===== src/rtl/aes_ctrl_burst_if.sv =====
// Handshake and strobe bundle between the AHB-side interface, the AES datapath and aes_ctrl_burst.
// The slave modport is the controller's view; master is the surrounding logic's view.
interface aes_ctrl_burst_if #(
    parameter int BLK_W = 16
);
    logic             start;
    logic             data_type;
    logic             enc_dec;
    logic [1:0]       key_len;
    logic [BLK_W-1:0] num_blocks;
    logic             word_valid;
    logic             out_ready;
    logic             chg_key_done;
    logic             enc_done;
    logic             opt_mode;
    logic             load_key;
    logic             preaddkey;
    logic             aes_load;
    logic             aes_enable;
    logic             ahb_mode;
    logic             ahb_shift_en;
    logic             done_chg_key;
    logic             burst_done;
    logic             busy;
    logic             error;
    logic [BLK_W-1:0] blk_left;

    modport slave (
        input  start, data_type, enc_dec, key_len, num_blocks,
        input  word_valid, out_ready, chg_key_done, enc_done,
        output opt_mode, load_key, preaddkey, aes_load, aes_enable, ahb_mode,
        output ahb_shift_en, done_chg_key, burst_done, busy, error, blk_left
    );

    modport master (
        output start, data_type, enc_dec, key_len, num_blocks,
        output word_valid, out_ready, chg_key_done, enc_done,
        input  opt_mode, load_key, preaddkey, aes_load, aes_enable, ahb_mode,
        input  ahb_shift_en, done_chg_key, burst_done, busy, error, blk_left
    );
endinterface


===== src/rtl/aes_ctrl_burst.sv =====
// Burst-capable AES main controller: key load/expand, multi-block fetch/encrypt/write,
// per-word handshakes, watchdog on the datapath done signals and a sticky error state.
//
// state        | meaning
// S_IDLE       | waiting for start
// S_KEY_FETCH  | shifting in K key words
// S_KEY_EXPAND | GenKey expanding, watchdog running
// S_FETCH      | shifting in WORD_CNT data words
// S_PREADD     | initial AddRoundKey + block load strobe
// S_ENC        | AESctr start strobe
// S_WAIT       | waiting for enc_done, watchdog running
// S_WRITE      | shifting out WORD_CNT result words
// S_DONE       | burst complete pulse
// S_ERROR      | sticky error, left only by a new start
module aes_ctrl_burst #(
    parameter int WORD_CNT = 4,
    parameter int TIMEOUT  = 255,
    parameter int BLK_W    = 16
) (
    input logic             clk,
    input logic             rst,
    aes_ctrl_burst_if.slave bus
);
    localparam int WC_W = $clog2((WORD_CNT > 8) ? WORD_CNT : 8) + 1;
    localparam int TO_W = (TIMEOUT > 1) ? $clog2(TIMEOUT + 1) : 1;

    typedef enum logic [3:0] {
        S_IDLE, S_KEY_FETCH, S_KEY_EXPAND, S_FETCH, S_PREADD,
        S_ENC, S_WAIT, S_WRITE, S_DONE, S_ERROR
    } state_t;

    state_t           state_q, state_d;
    logic [WC_W-1:0]  word_cnt_q, word_cnt_d;
    logic [TO_W-1:0]  wd_cnt_q, wd_cnt_d;
    logic             key_valid_q, key_valid_d;
    logic             opt_mode_q, opt_mode_d;
    logic [1:0]       key_len_q, key_len_d;
    logic [BLK_W-1:0] blk_left_q, blk_left_d;
    logic             done_key_q, done_key_d;
    logic             shift_en;
    logic [WC_W-1:0]  key_words;
    logic             bad_start;

    always_ff @(posedge clk or posedge rst) begin
        if (rst) begin
            state_q     <= S_IDLE;
            word_cnt_q  <= '0;
            wd_cnt_q    <= '0;
            key_valid_q <= 1'b0;
            opt_mode_q  <= 1'b0;
            key_len_q   <= 2'b00;
            blk_left_q  <= '0;
            done_key_q  <= 1'b0;
        end else begin
            state_q     <= state_d;
            word_cnt_q  <= word_cnt_d;
            wd_cnt_q    <= wd_cnt_d;
            key_valid_q <= key_valid_d;
            opt_mode_q  <= opt_mode_d;
            key_len_q   <= key_len_d;
            blk_left_q  <= blk_left_d;
            done_key_q  <= done_key_d;
        end
    end

    always_comb begin
        state_d     = state_q;
        word_cnt_d  = word_cnt_q;
        wd_cnt_d    = wd_cnt_q;
        key_valid_d = key_valid_q;
        opt_mode_d  = opt_mode_q;
        key_len_d   = key_len_q;
        blk_left_d  = blk_left_q;
        done_key_d  = 1'b0;
        shift_en    = 1'b0;

        case (key_len_q)
            2'b00:   key_words = WC_W'(4);
            2'b01:   key_words = WC_W'(6);
            default: key_words = WC_W'(8);
        endcase

        bad_start = (bus.key_len == 2'b11) ||
                    (!bus.data_type && (!key_valid_q || (bus.num_blocks == '0)));

        case (state_q)
            S_KEY_FETCH, S_FETCH: shift_en = bus.word_valid;
            S_WRITE:              shift_en = bus.out_ready;
            default:              shift_en = 1'b0;
        endcase

        if (shift_en) begin
            word_cnt_d = word_cnt_q + WC_W'(1);
        end

        case (state_q)
            S_IDLE: begin
                if (bus.start) begin
                    if (bad_start) begin
                        state_d = S_ERROR;
                    end else begin
                        opt_mode_d = bus.enc_dec;
                        key_len_d  = bus.key_len;
                        if (bus.data_type) begin
                            state_d     = S_KEY_FETCH;
                            key_valid_d = 1'b0;
                        end else begin
                            state_d    = S_FETCH;
                            blk_left_d = bus.num_blocks;
                        end
                    end
                end
            end
            S_KEY_FETCH: begin
                if (shift_en && (word_cnt_q == key_words - WC_W'(1))) begin
                    state_d = S_KEY_EXPAND;
                end
            end
            S_KEY_EXPAND: begin
                // A done arriving on the timeout cycle still counts as success.
                if (bus.chg_key_done) begin
                    state_d     = S_IDLE;
                    done_key_d  = 1'b1;
                    key_valid_d = 1'b1;
                end else if (wd_cnt_q == TO_W'(TIMEOUT - 1)) begin
                    state_d = S_ERROR;
                end else begin
                    wd_cnt_d = wd_cnt_q + TO_W'(1);
                end
            end
            S_FETCH: begin
                if (shift_en && (word_cnt_q == WC_W'(WORD_CNT - 1))) begin
                    state_d = S_PREADD;
                end
            end
            S_PREADD: state_d = S_ENC;
            S_ENC:    state_d = S_WAIT;
            S_WAIT: begin
                if (bus.enc_done) begin
                    state_d = S_WRITE;
                end else if (wd_cnt_q == TO_W'(TIMEOUT - 1)) begin
                    state_d = S_ERROR;
                end else begin
                    wd_cnt_d = wd_cnt_q + TO_W'(1);
                end
            end
            S_WRITE: begin
                if (shift_en && (word_cnt_q == WC_W'(WORD_CNT - 1))) begin
                    blk_left_d = blk_left_q - BLK_W'(1);
                    state_d    = (blk_left_q != BLK_W'(1)) ? S_FETCH : S_DONE;
                end
            end
            S_DONE: state_d = S_IDLE;
            S_ERROR: begin
                if (bus.start) begin
                    state_d = S_IDLE;
                end
            end
            default: state_d = S_IDLE;
        endcase

        if (state_d != state_q) begin
            word_cnt_d = '0;
            wd_cnt_d   = '0;
        end
    end

    assign bus.opt_mode     = opt_mode_q;
    assign bus.load_key     = (state_q == S_KEY_EXPAND);
    assign bus.preaddkey    = (state_q == S_PREADD);
    assign bus.aes_load     = (state_q == S_PREADD);
    assign bus.aes_enable   = (state_q == S_ENC);
    assign bus.ahb_mode     = (state_q == S_WRITE);
    assign bus.ahb_shift_en = shift_en;
    assign bus.done_chg_key = done_key_q;
    assign bus.burst_done   = (state_q == S_DONE);
    assign bus.busy         = (state_q != S_IDLE) && (state_q != S_ERROR);
    assign bus.error        = (state_q == S_ERROR);
    assign bus.blk_left     = blk_left_q;
endmodule


===== src/flat_wrapper.sv =====
// flat-port wrapper written by rule: the top's interface ports become plain ports
module aes_ctrl_burst_flat 
#(
    parameter int WORD_CNT = 4,
    parameter int TIMEOUT  = 255,
    parameter int BLK_W    = 16
)
  (clk, rst, bus_start, bus_data_type, bus_enc_dec, bus_key_len, bus_num_blocks, bus_word_valid, bus_out_ready, bus_chg_key_done, bus_enc_done, bus_opt_mode, bus_load_key, bus_preaddkey, bus_aes_load, bus_aes_enable, bus_ahb_mode, bus_ahb_shift_en, bus_done_chg_key, bus_burst_done, bus_busy, bus_error, bus_blk_left);
  aes_ctrl_burst_if #(.BLK_W(BLK_W)) bus_i ();
  input logic clk;
  input logic rst;
  input wire logic [$bits(bus_i.start)-1:0] bus_start;
  input wire logic [$bits(bus_i.data_type)-1:0] bus_data_type;
  input wire logic [$bits(bus_i.enc_dec)-1:0] bus_enc_dec;
  input wire logic [$bits(bus_i.key_len)-1:0] bus_key_len;
  input wire logic [$bits(bus_i.num_blocks)-1:0] bus_num_blocks;
  input wire logic [$bits(bus_i.word_valid)-1:0] bus_word_valid;
  input wire logic [$bits(bus_i.out_ready)-1:0] bus_out_ready;
  input wire logic [$bits(bus_i.chg_key_done)-1:0] bus_chg_key_done;
  input wire logic [$bits(bus_i.enc_done)-1:0] bus_enc_done;
  output wire logic [$bits(bus_i.opt_mode)-1:0] bus_opt_mode;
  output wire logic [$bits(bus_i.load_key)-1:0] bus_load_key;
  output wire logic [$bits(bus_i.preaddkey)-1:0] bus_preaddkey;
  output wire logic [$bits(bus_i.aes_load)-1:0] bus_aes_load;
  output wire logic [$bits(bus_i.aes_enable)-1:0] bus_aes_enable;
  output wire logic [$bits(bus_i.ahb_mode)-1:0] bus_ahb_mode;
  output wire logic [$bits(bus_i.ahb_shift_en)-1:0] bus_ahb_shift_en;
  output wire logic [$bits(bus_i.done_chg_key)-1:0] bus_done_chg_key;
  output wire logic [$bits(bus_i.burst_done)-1:0] bus_burst_done;
  output wire logic [$bits(bus_i.busy)-1:0] bus_busy;
  output wire logic [$bits(bus_i.error)-1:0] bus_error;
  output wire logic [$bits(bus_i.blk_left)-1:0] bus_blk_left;
  assign bus_i.start = bus_start;
  assign bus_i.data_type = bus_data_type;
  assign bus_i.enc_dec = bus_enc_dec;
  assign bus_i.key_len = bus_key_len;
  assign bus_i.num_blocks = bus_num_blocks;
  assign bus_i.word_valid = bus_word_valid;
  assign bus_i.out_ready = bus_out_ready;
  assign bus_i.chg_key_done = bus_chg_key_done;
  assign bus_i.enc_done = bus_enc_done;
  assign bus_opt_mode = bus_i.opt_mode;
  assign bus_load_key = bus_i.load_key;
  assign bus_preaddkey = bus_i.preaddkey;
  assign bus_aes_load = bus_i.aes_load;
  assign bus_aes_enable = bus_i.aes_enable;
  assign bus_ahb_mode = bus_i.ahb_mode;
  assign bus_ahb_shift_en = bus_i.ahb_shift_en;
  assign bus_done_chg_key = bus_i.done_chg_key;
  assign bus_burst_done = bus_i.burst_done;
  assign bus_busy = bus_i.busy;
  assign bus_error = bus_i.error;
  assign bus_blk_left = bus_i.blk_left;
  aes_ctrl_burst #(.WORD_CNT(WORD_CNT), .TIMEOUT(TIMEOUT), .BLK_W(BLK_W)) u_core (.clk(clk), .rst(rst), .bus(bus_i));
endmodule

===== config.mk =====
export PLATFORM = sky130hd
export DESIGN_NAME = aes_ctrl_burst_flat
export DESIGN_NICKNAME = d
export VERILOG_FILES = /design/src/rtl/aes_ctrl_burst_if.sv /design/src/rtl/aes_ctrl_burst.sv /design/src/flat_wrapper.sv
export SDC_FILE = /design/constraint.sdc
export NUM_CORES = 1
export LEC_CHECK = 0
export BUFFER_PORTS_ARGS = -buffer_cell sky130_fd_sc_hd__buf_2
export CORE_UTILIZATION = 45
export CTS_BUF_LIST = sky130_fd_sc_hd__clkbuf_16
export DETAILED_ROUTE_END_ITERATION = 6
export MAX_ROUTING_LAYER = met4
export PLACE_DENSITY = 0.68
export RECOVER_POWER = 25
export SYNTH_ARGS = -nofsm -noshare
export SYNTH_HDL_FRONTEND = slang
export SYNTH_SLANG_ARGS = --single-unit

===== constraint.sdc =====
create_clock -name clk -period 7.8 [get_ports clk]
set_input_delay 1.56 -clock clk [delete_from_list [all_inputs] [get_ports clk]]
set_output_delay 1.56 -clock clk [all_outputs]
set_load 0.005 [all_outputs]

==> impl_metrics.json, run 1 <==
{
  "p_switching_uw": 414.2,
  "pre_cts_ws_ns": 3.764,
  "cts_setup_buffers": 0,
  "fin_max_slew_vios": 38,
  "max-slew-margin-rel": -0.3460,
  "synthFlopType": "dfrtp_1",
  "finalWorstPathRequiredPeriod_ns": 4.053,
  "gr-total-overflow": 0,
  "met3_length_um": 279,
  "final.setup.worst_slack_ns": 3.747,
  "synth_top_family_by_area": "simple AND/OR/NAND/NOR gates",
  "ant_nets": 0,
  "async_reset_ff_frac": 1.000,
  "cts_sinks": 37,
  "maximum_number_of_pins_on_one_net_before_global_route_repair": 40,
  "antenna-diode-count": 0,
  "chipHeight_um": 74.69,
  "timing.final.hold_violations": 0,
  "route.detailed.drc": 0,
  "placeableCoreArea_mm2": 0.005107,
  "clock_tree_from_tritoncts": "yes",
  "cell_internal_power_dissipation_uw": 582.4,
  "top_library_cells_by_usage_in_the_layout_fill_and_taps_aside": "buf_2, nor2_1, dfrtp_1, o21ai_0, nand2_1",
  "avgSynthCellArea_um2": 8.341,
  "power_uw": 996.6,
  "io_buffer_count": 53,
  "synth_compound_area_frac": 0.1900,
  "share_clk_of_total_power": 0.230,
  "clk-insertion-delay-late_ns": 0.29,
  "met1_length_um": 2668,
  "synth-seq-cells": 37,
  "synth_enable_flop_cells": 0,
  "drt_pre_antenna_iters": 4,
  "seq_power_share": 0.358,
  "htree_num_levels": 2,
  "grt_setup_unrepaired": "no",
  "switching_share": 0.4156,
  "power.density_mw_per_mm2": 349.7,
  "gpl_wtd_cong": 0.8595,
  "rrSetupSlack_ns": 4.90,
  "post_drt_wl_per_cell_um": 14.08,
  "worstSetupStartpointType": "primary input",
  "timing.critical_path.fanout_max": 8,
  "synthMuxAreaShare": 0.01842,
  "yosys_warnings": 0,
  "yosys.cell_types.count": 52,
  "synth.cell_area_mm2": 0.002377,
  "groute.usage.overall": 0.2191,
  "die_area_mm2": 0.005578,
  "clockBufferDepth": 2,
  "row_count": 26,
  "final-setup-viol-count": 0,
  "fraction_of_final_layout_cells_with_drive_strength_greater_than_1": 0.2246,
  "cts-resized-gates": 0,
  "max_cap_violations": 1,
  "fraction_of_the_mapped_netlist_area_in_simple_logic_gates": 0.2979,
  "share_of_synthesized_area_occupied_by_flip_flops_and_latches": 0.3895,
  "place_area_mm2": 0.002688,
  "io-pin-count": 54,
  "routed_wirelength_um": 5687,
  "post_cts_hold_buffer_count": 0,
  "cts-buffers-inserted": 5,
  "power_frac_comb": 0.412,
  "finalInstanceArea_mm2": 0.002850,
  "worstHoldPathType": "flip-flop to flip-flop",
  "die_w_um": 74.69,
  "r2r_start": "u_core.bus.blk_left[8]$_DFFE_PP0P_",
  "max_clock_freq_ghz": 0.2468,
  "tns_ns": 0,
  "worst_setup_path_endpoint": "bus_ahb_shift_en",
  "yosys.area_share.xor_xnor": 0.03684,
  "worst_path_class_setup": "primary input to primary output",
  "status": "finished with violations",
  "grt_antenna_before_repair": 0,
  "irDropWorstVdd_mv": 0.1425,
  "first_global_vias": 1808,
  "synth_fp_nets": 317,
  "grt_first_pass_wirelength_um": 8818,
  "detail_route.iter0.violations": 219,
  "number_of_standard_cells_in_the_layout_taps_in_and_fillers_out": 404,
  "clkTransAtPathRegs_ns": 0.05,
  "period_share": 0.5196,
  "worst-endpoint-required_ns": 6.24,
  "initial_core_util": 0.4655,
  "num_vias": 2248,
  "routed.top_layer": "met4",
  "final_common_cell": "buf_2",
  "detailroute.wirelength.met2_um": 2656,
  "timing.critical_path.from": "bus_out_ready",
  "skew_ns": 0.01010,
  "routed_via_density": 5.564,
  "cellLeakagePower_nw": 1.256,
  "violated_checks": "capacitance limit, slew limit",
  "worstRegToRegCells": 7,
  "timing.critical_path.arrival_ns": 2.49,
  "layout.nets": 365,
  "tightest_slew_ns": 2.019,
  "worstReg2RegEnd": "u_core.wd_cnt_q[1]$_DFFE_PP0P_",
  "post-place-cells": 396,
  "synth_adder_area_share": 0.02632,
  "clock-root-buffer": "clkbuf_16",
  "synth_cells": 285,
  "detailedPlacementHpwl_um": 4103,
  "area.growth.synth_to_final_pct": 19.89,
  "critical_path.endpoint_type": "primary output"
}
final cells by class:
type                    instances  area (µm²)
fillers                       510        2257
multi-input cells             225        1360
flip-flops and latches         37       925.9
repair buffers                 55       276.5
clock buffers                   5       125.1
well taps                      70       87.58
clock inverters                 3       41.29
inverters                       9       33.78
power by group through the flow:
| stage | Sequential, mW | Clock [mW] | Combinational, mW |
|---|---|---|---|
| 2_1_floorplan | 0.328 | 0 | 0.318 |
| 3_3_place_gp | 0.356 | 0 | 0.403 |
| 3_5_place_dp | 0.358 | 0 | 0.409 |
| 4_1_cts | 0.356 | 0.233 | 0.413 |
| 5_1_grt | 0.370 | 0.240 | 0.466 |
| 6_report | 0.357 | 0.229 | 0.411 |
stage by stage:
stage / hold WS, ns / utilization
after floorplan: 0.4856 / -
after global placement: 0.4918 / 0.5262
after detailed placement: 0.5108 / 0.5262
after CTS: 0.5243 / 0.5588
after global routing: 0.5424 / 0.5581
final: 0.5177 / 0.5581
registers in the layout (all words and copies together), names as in the netlist:
signal                   flops
u_core.bus.blk_left         16
u_core.state_q               4
u_core.key_valid_q           1
u_core.bus.done_chg_key      1
u_core.wd_cnt_q              8
u_core.key_len_q             2
u_core.word_cnt_q            4
u_core.bus.opt_mode          1
cell usage after synthesis (all sizes together), types with 6 or more instances:
library cell | number | area [µm²]
a21oi | 13 | 65.06
nor4 | 9 | 71.32
nand3 | 8 | 40.04
xor2 | 6 | 52.55
clkbuf | 12 | 45.04
dfrtp | 37 | 925.9
o21ai | 29 | 148.9
a22oi | 10 | 75.07
nor2 | 47 | 176.4
inv | 9 | 33.78
nand2 | 20 | 75.07
nor3 | 16 | 80.08
worst min-delay path by stage:
stage	start	to	slack, ns	cells past startpoint
2_1_floorplan	u_core.key_valid_q$_DFFE_PP0P_	u_core.key_valid_q$_DFFE_PP0P_	0.49	1
3_5_place_dp	u_core.bus.opt_mode$_DFFE_PP0P_	u_core.bus.opt_mode$_DFFE_PP0P_	0.51	1
4_1_cts	u_core.bus.opt_mode$_DFFE_PP0P_	u_core.bus.opt_mode$_DFFE_PP0P_	0.52	1
3_3_place_gp	u_core.bus.opt_mode$_DFFE_PP0P_	u_core.bus.opt_mode$_DFFE_PP0P_	0.49	1
6_report	u_core.bus.opt_mode$_DFFE_PP0P_	u_core.bus.opt_mode$_DFFE_PP0P_	0.52	1
5_1_grt	u_core.bus.opt_mode$_DFFE_PP0P_	u_core.bus.opt_mode$_DFFE_PP0P_	0.54	1
logic make-up after synthesis:
group,after synthesis
buffers and inverters,23
DFF,37
muxes,4
xor gates and xnor gates,10
AOI/OAI and AO/OA,71
and+or+nand+nor,135
adders and majority gates,5
critical path, stage by stage:
cell,delay [ns]
buf_2,0.08
nand3_1,0.10
a21boi_1,0.54
buf_2,0.22
layer usage:
| metal | GRT usage | up-vias |
|---|---|---|
| met4 | 0.07547 | 0 |
| met3 | 0.04552 | 6 |
| met5 | - | - |
| met2 | 0.3133 | 53 |
| li1 | - | 1136 |
| met1 | 0.3076 | 1053 |
Power figures use the tool's default switching activity.
==> run 2: changes to the inputs <==
ABC_AREA = 1   (was not set)
PLACE_DENSITY = 0.67   (was 0.68)
clock period = 4.2 ns   (was 7.8 ns; I/O delays follow)
==> impl_metrics.json, run 2 <==
{
  "largest_register_ff_count": 16,
  "cts_sinks": 37,
  "fin_max_slew_vios": 38,
  "die_area_mm2": 0.006262,
  "synth.cell_area_mm2": 0.002678,
  "groute.usage.overall": 0.2353,
  "grt_setup_unrepaired": "no",
  "worstRegToRegCells": 9,
  "max_cap_violations": 1,
  "grt_antenna_before_repair": 0,
  "avgSynthCellArea_um2": 7.159,
  "worst_path_class_setup": "flip-flop to flip-flop",
  "clock-root-buffer": "clkbuf_16",
  "synth_fp_nets": 406,
  "io_buffer_count": 53,
  "finalWorstPathRequiredPeriod_ns": 2.572,
  "io-pin-count": 54,
  "violated_checks": "capacitance limit, slew limit",
  "cts-buffers-inserted": 5,
  "drt_pre_antenna_iters": 6,
  "chipHeight_um": 79.14,
  "clk-insertion-delay-late_ns": 0.28,
  "area.growth.synth_to_final_pct": 17.10,
  "cts-resized-gates": 0,
  "fraction_of_final_layout_cells_with_drive_strength_greater_than_1": 0.2089,
  "grt_first_pass_wirelength_um": 11100,
  "layout.nets": 457,
  "irDropWorstVdd_mv": 0.2989,
  "synth.most_common_cell": "nand2_1",
  "ff_latch_area_um2": 925.9,
  "worstHoldPathType": "flip-flop to flip-flop",
  "fillCellCount": 549,
  "final.setup.worst_slack_ns": 1.628,
  "routed_wirelength_um": 6622,
  "async_reset_ff_frac": 1.000,
  "yosys_warnings": 0,
  "detail_route.iter0.violations": 221,
  "detailedPlacementHpwl_um": 4932,
  "synth.area.top_cells": "dfrtp_1, nand2_1, nor2_1, inv_1, nand3_1",
  "initial_core_util": 0.4775,
  "skew_ns": 0.005243,
  "synth-seq-cells": 37,
  "routed_via_density": 5.249,
  "cts_setup_buffers": 0,
  "timing.critical_path.fanout_max": 6,
  "die_w_um": 79.14,
  "clock_tree_from_tritoncts": "yes",
  "htree_num_levels": 2,
  "first_global_vias": 2435,
  "clockBufferDepth": 2,
  "gpl_wtd_cong": 0.9194,
  "gr-total-overflow": 0,
  "share_of_synthesized_area_occupied_by_flip_flops_and_latches": 0.3458,
  "period_share": 0.6124,
  "tns_ns": 0,
  "final_common_cell": "nand2_1",
  "critical_path.endpoint_type": "flip-flop",
  "pre_cts_ws_ns": 1.704,
  "status": "finished with violations",
  "placeableCoreArea_mm2": 0.005608,
  "row_count": 27,
  "yosys.cell_types.count": 36,
  "synthFlopType": "dfrtp_1",
  "timing.critical_path.arrival_ns": 2.77,
  "synth_cells": 374,
  "num_vias": 2614,
  "post_drt_wl_per_cell_um": 13.30,
  "power.density_mw_per_mm2": 623.8,
  "multi_input_combinational_cell_area_mm2": 0.001504,
  "final-setup-viol-count": 0,
  "worst-endpoint-required_ns": 4.40,
  "timing.final.hold_violations": 0,
  "antenna-diode-count": 0,
  "max-slew-margin-rel": -0.4025,
  "tightest_slew_ns": 2.104,
  "maximum_number_of_pins_on_one_net_before_global_route_repair": 38,
  "ant_nets": 0,
  "worstSetupStartpointType": "flip-flop",
  "synth_enable_flop_cells": 0,
  "top_library_cells_by_usage_in_the_layout_fill_and_taps_aside": "nand2_1, nor2_1, buf_2, inv_1, dfrtp_1",
  "netlist_top_cells_count": "nand2_1, nor2_1, inv_1",
  "max_clock_freq_ghz": 0.3888,
  "cellLeakagePower_nw": 1.577,
  "min_path_cells": 1,
  "post_cts_hold_buffer_count": 0,
  "synth_top_cell_by_area": "dfrtp_1",
  "portion_of_synthesized_cell_area_occupied_by_the_leading_cell_type": 0.3458,
  "route.detailed.drc": 0,
  "clkTransAtPathRegs_ns": 0.06
}
run 2: cell types whose count changed after synthesis, moves of 8 or more:
| cell | previous run | this run |
|---|---|---|
| clkbuf_1 | 12 | 3 |
| nand2_1 | 20 | 79 |
| nor2_1 | 47 | 59 |
| inv_1 | 9 | 47 |
| nor3_1 | 16 | 7 |
| nor4_1 | 8 | 0 |
| a22oi_1 | 10 | 2 |
| nor3_2 | 0 | 10 |
| nand3_1 | 8 | 24 |
run 2: power breakdown:
| part | switching [mW] | internal [mW] |
|---|---|---|
| clock | 0.149 | 0.276 |
| combinational | 0.621 | 0.312 |
| sequential | 0.124 | 0.474 |
run 2: layout make-up:
class,instances,area share
clock buffers,5,0.03990
inverters,49,0.05866
clock inverters,3,0.01197
well taps,72,0.02873
repair buffers,54,0.08579
multi-input cells,278,0.4796
flip-flops and latches,37,0.2953
run 2: path summary, 6_finish.rpt:
check / startpoint / end / slack, ns
worst max-delay path: u_core.bus.blk_left[0]$_DFFE_PP0P_ / u_core.bus.blk_left[14]$_DFFE_PP0P_ / 1.63
worst min-delay path: u_core.key_valid_q$_DFFE_PP0P_ / u_core.key_valid_q$_DFFE_PP0P_ / 0.49
worst max register to register: u_core.bus.blk_left[0]$_DFFE_PP0P_ / u_core.bus.blk_left[14]$_DFFE_PP0P_ / 1.63
worst min register to register: u_core.key_valid_q$_DFFE_PP0P_ / u_core.key_valid_q$_DFFE_PP0P_ / 0.49
max in group asynchronous: rst / u_core.bus.blk_left[8]$_DFFE_PP0P_ / 1.68
min in group asynchronous: rst / u_core.word_cnt_q[0]$_DFFE_PP0P_ / 1.31
run 2: per-layer routing:
metal | vias up | track usage | share of wire | wire length, µm
li1 | 1323 | - | - | -
met1 | 1190 | 0.3144 | 0.49 | 3264
met2 | 92 | 0.3569 | 0.43 | 2842
met3 | 9 | 0.04943 | 0.067 | 446
met4 | 0 | 0.07273 | 0.010 | 68
met5 | - | - | 0 | 0
run 2: cell families after synthesis:
| family | Yosys count | share of synthesized area |
|---|---|---|
| and+or+nand+nor | 204 | 0.3673 |
| buffers and inverters | 59 | 0.09252 |
| AOI/OAI and AO/OA | 54 | 0.1192 |
| DFF | 37 | 0.3458 |
| xor gates and xnor gates | 12 | 0.03925 |
| adders and majority gates | 5 | 0.02336 |
| muxes | 3 | 0.01262 |
run 2: stage by stage:
stage | cells | power (mW) | util | hold WS [ns] | cell area (µm²)
2_1_floorplan | 374 | 1.296 | - | 0.4540 | 2678
3_3_place_gp | 490 | 1.508 | 0.5308 | 0.4759 | 2977
3_5_place_dp | 490 | 1.522 | 0.5308 | 0.4818 | 2977
4_1_cts | 498 | 1.954 | 0.5598 | 0.4944 | 3139
5_1_grt | 498 | 2.116 | 0.5591 | 0.5304 | 3136
6_report | 498 | 1.956 | 0.5591 | 0.4889 | 3136
run 2: worst max-delay path, cell delays in order (launching register included):
cell and delay [ns]:
dfrtp_1 0.40, inv_1 0.16, ha_1 0.21, nor3b_1 0.58, nand2_1 0.21, nor3_1 0.40
nand3_1 0.14, xor2_1 0.17, nand2_1 0.06, a31oi_1 0.15
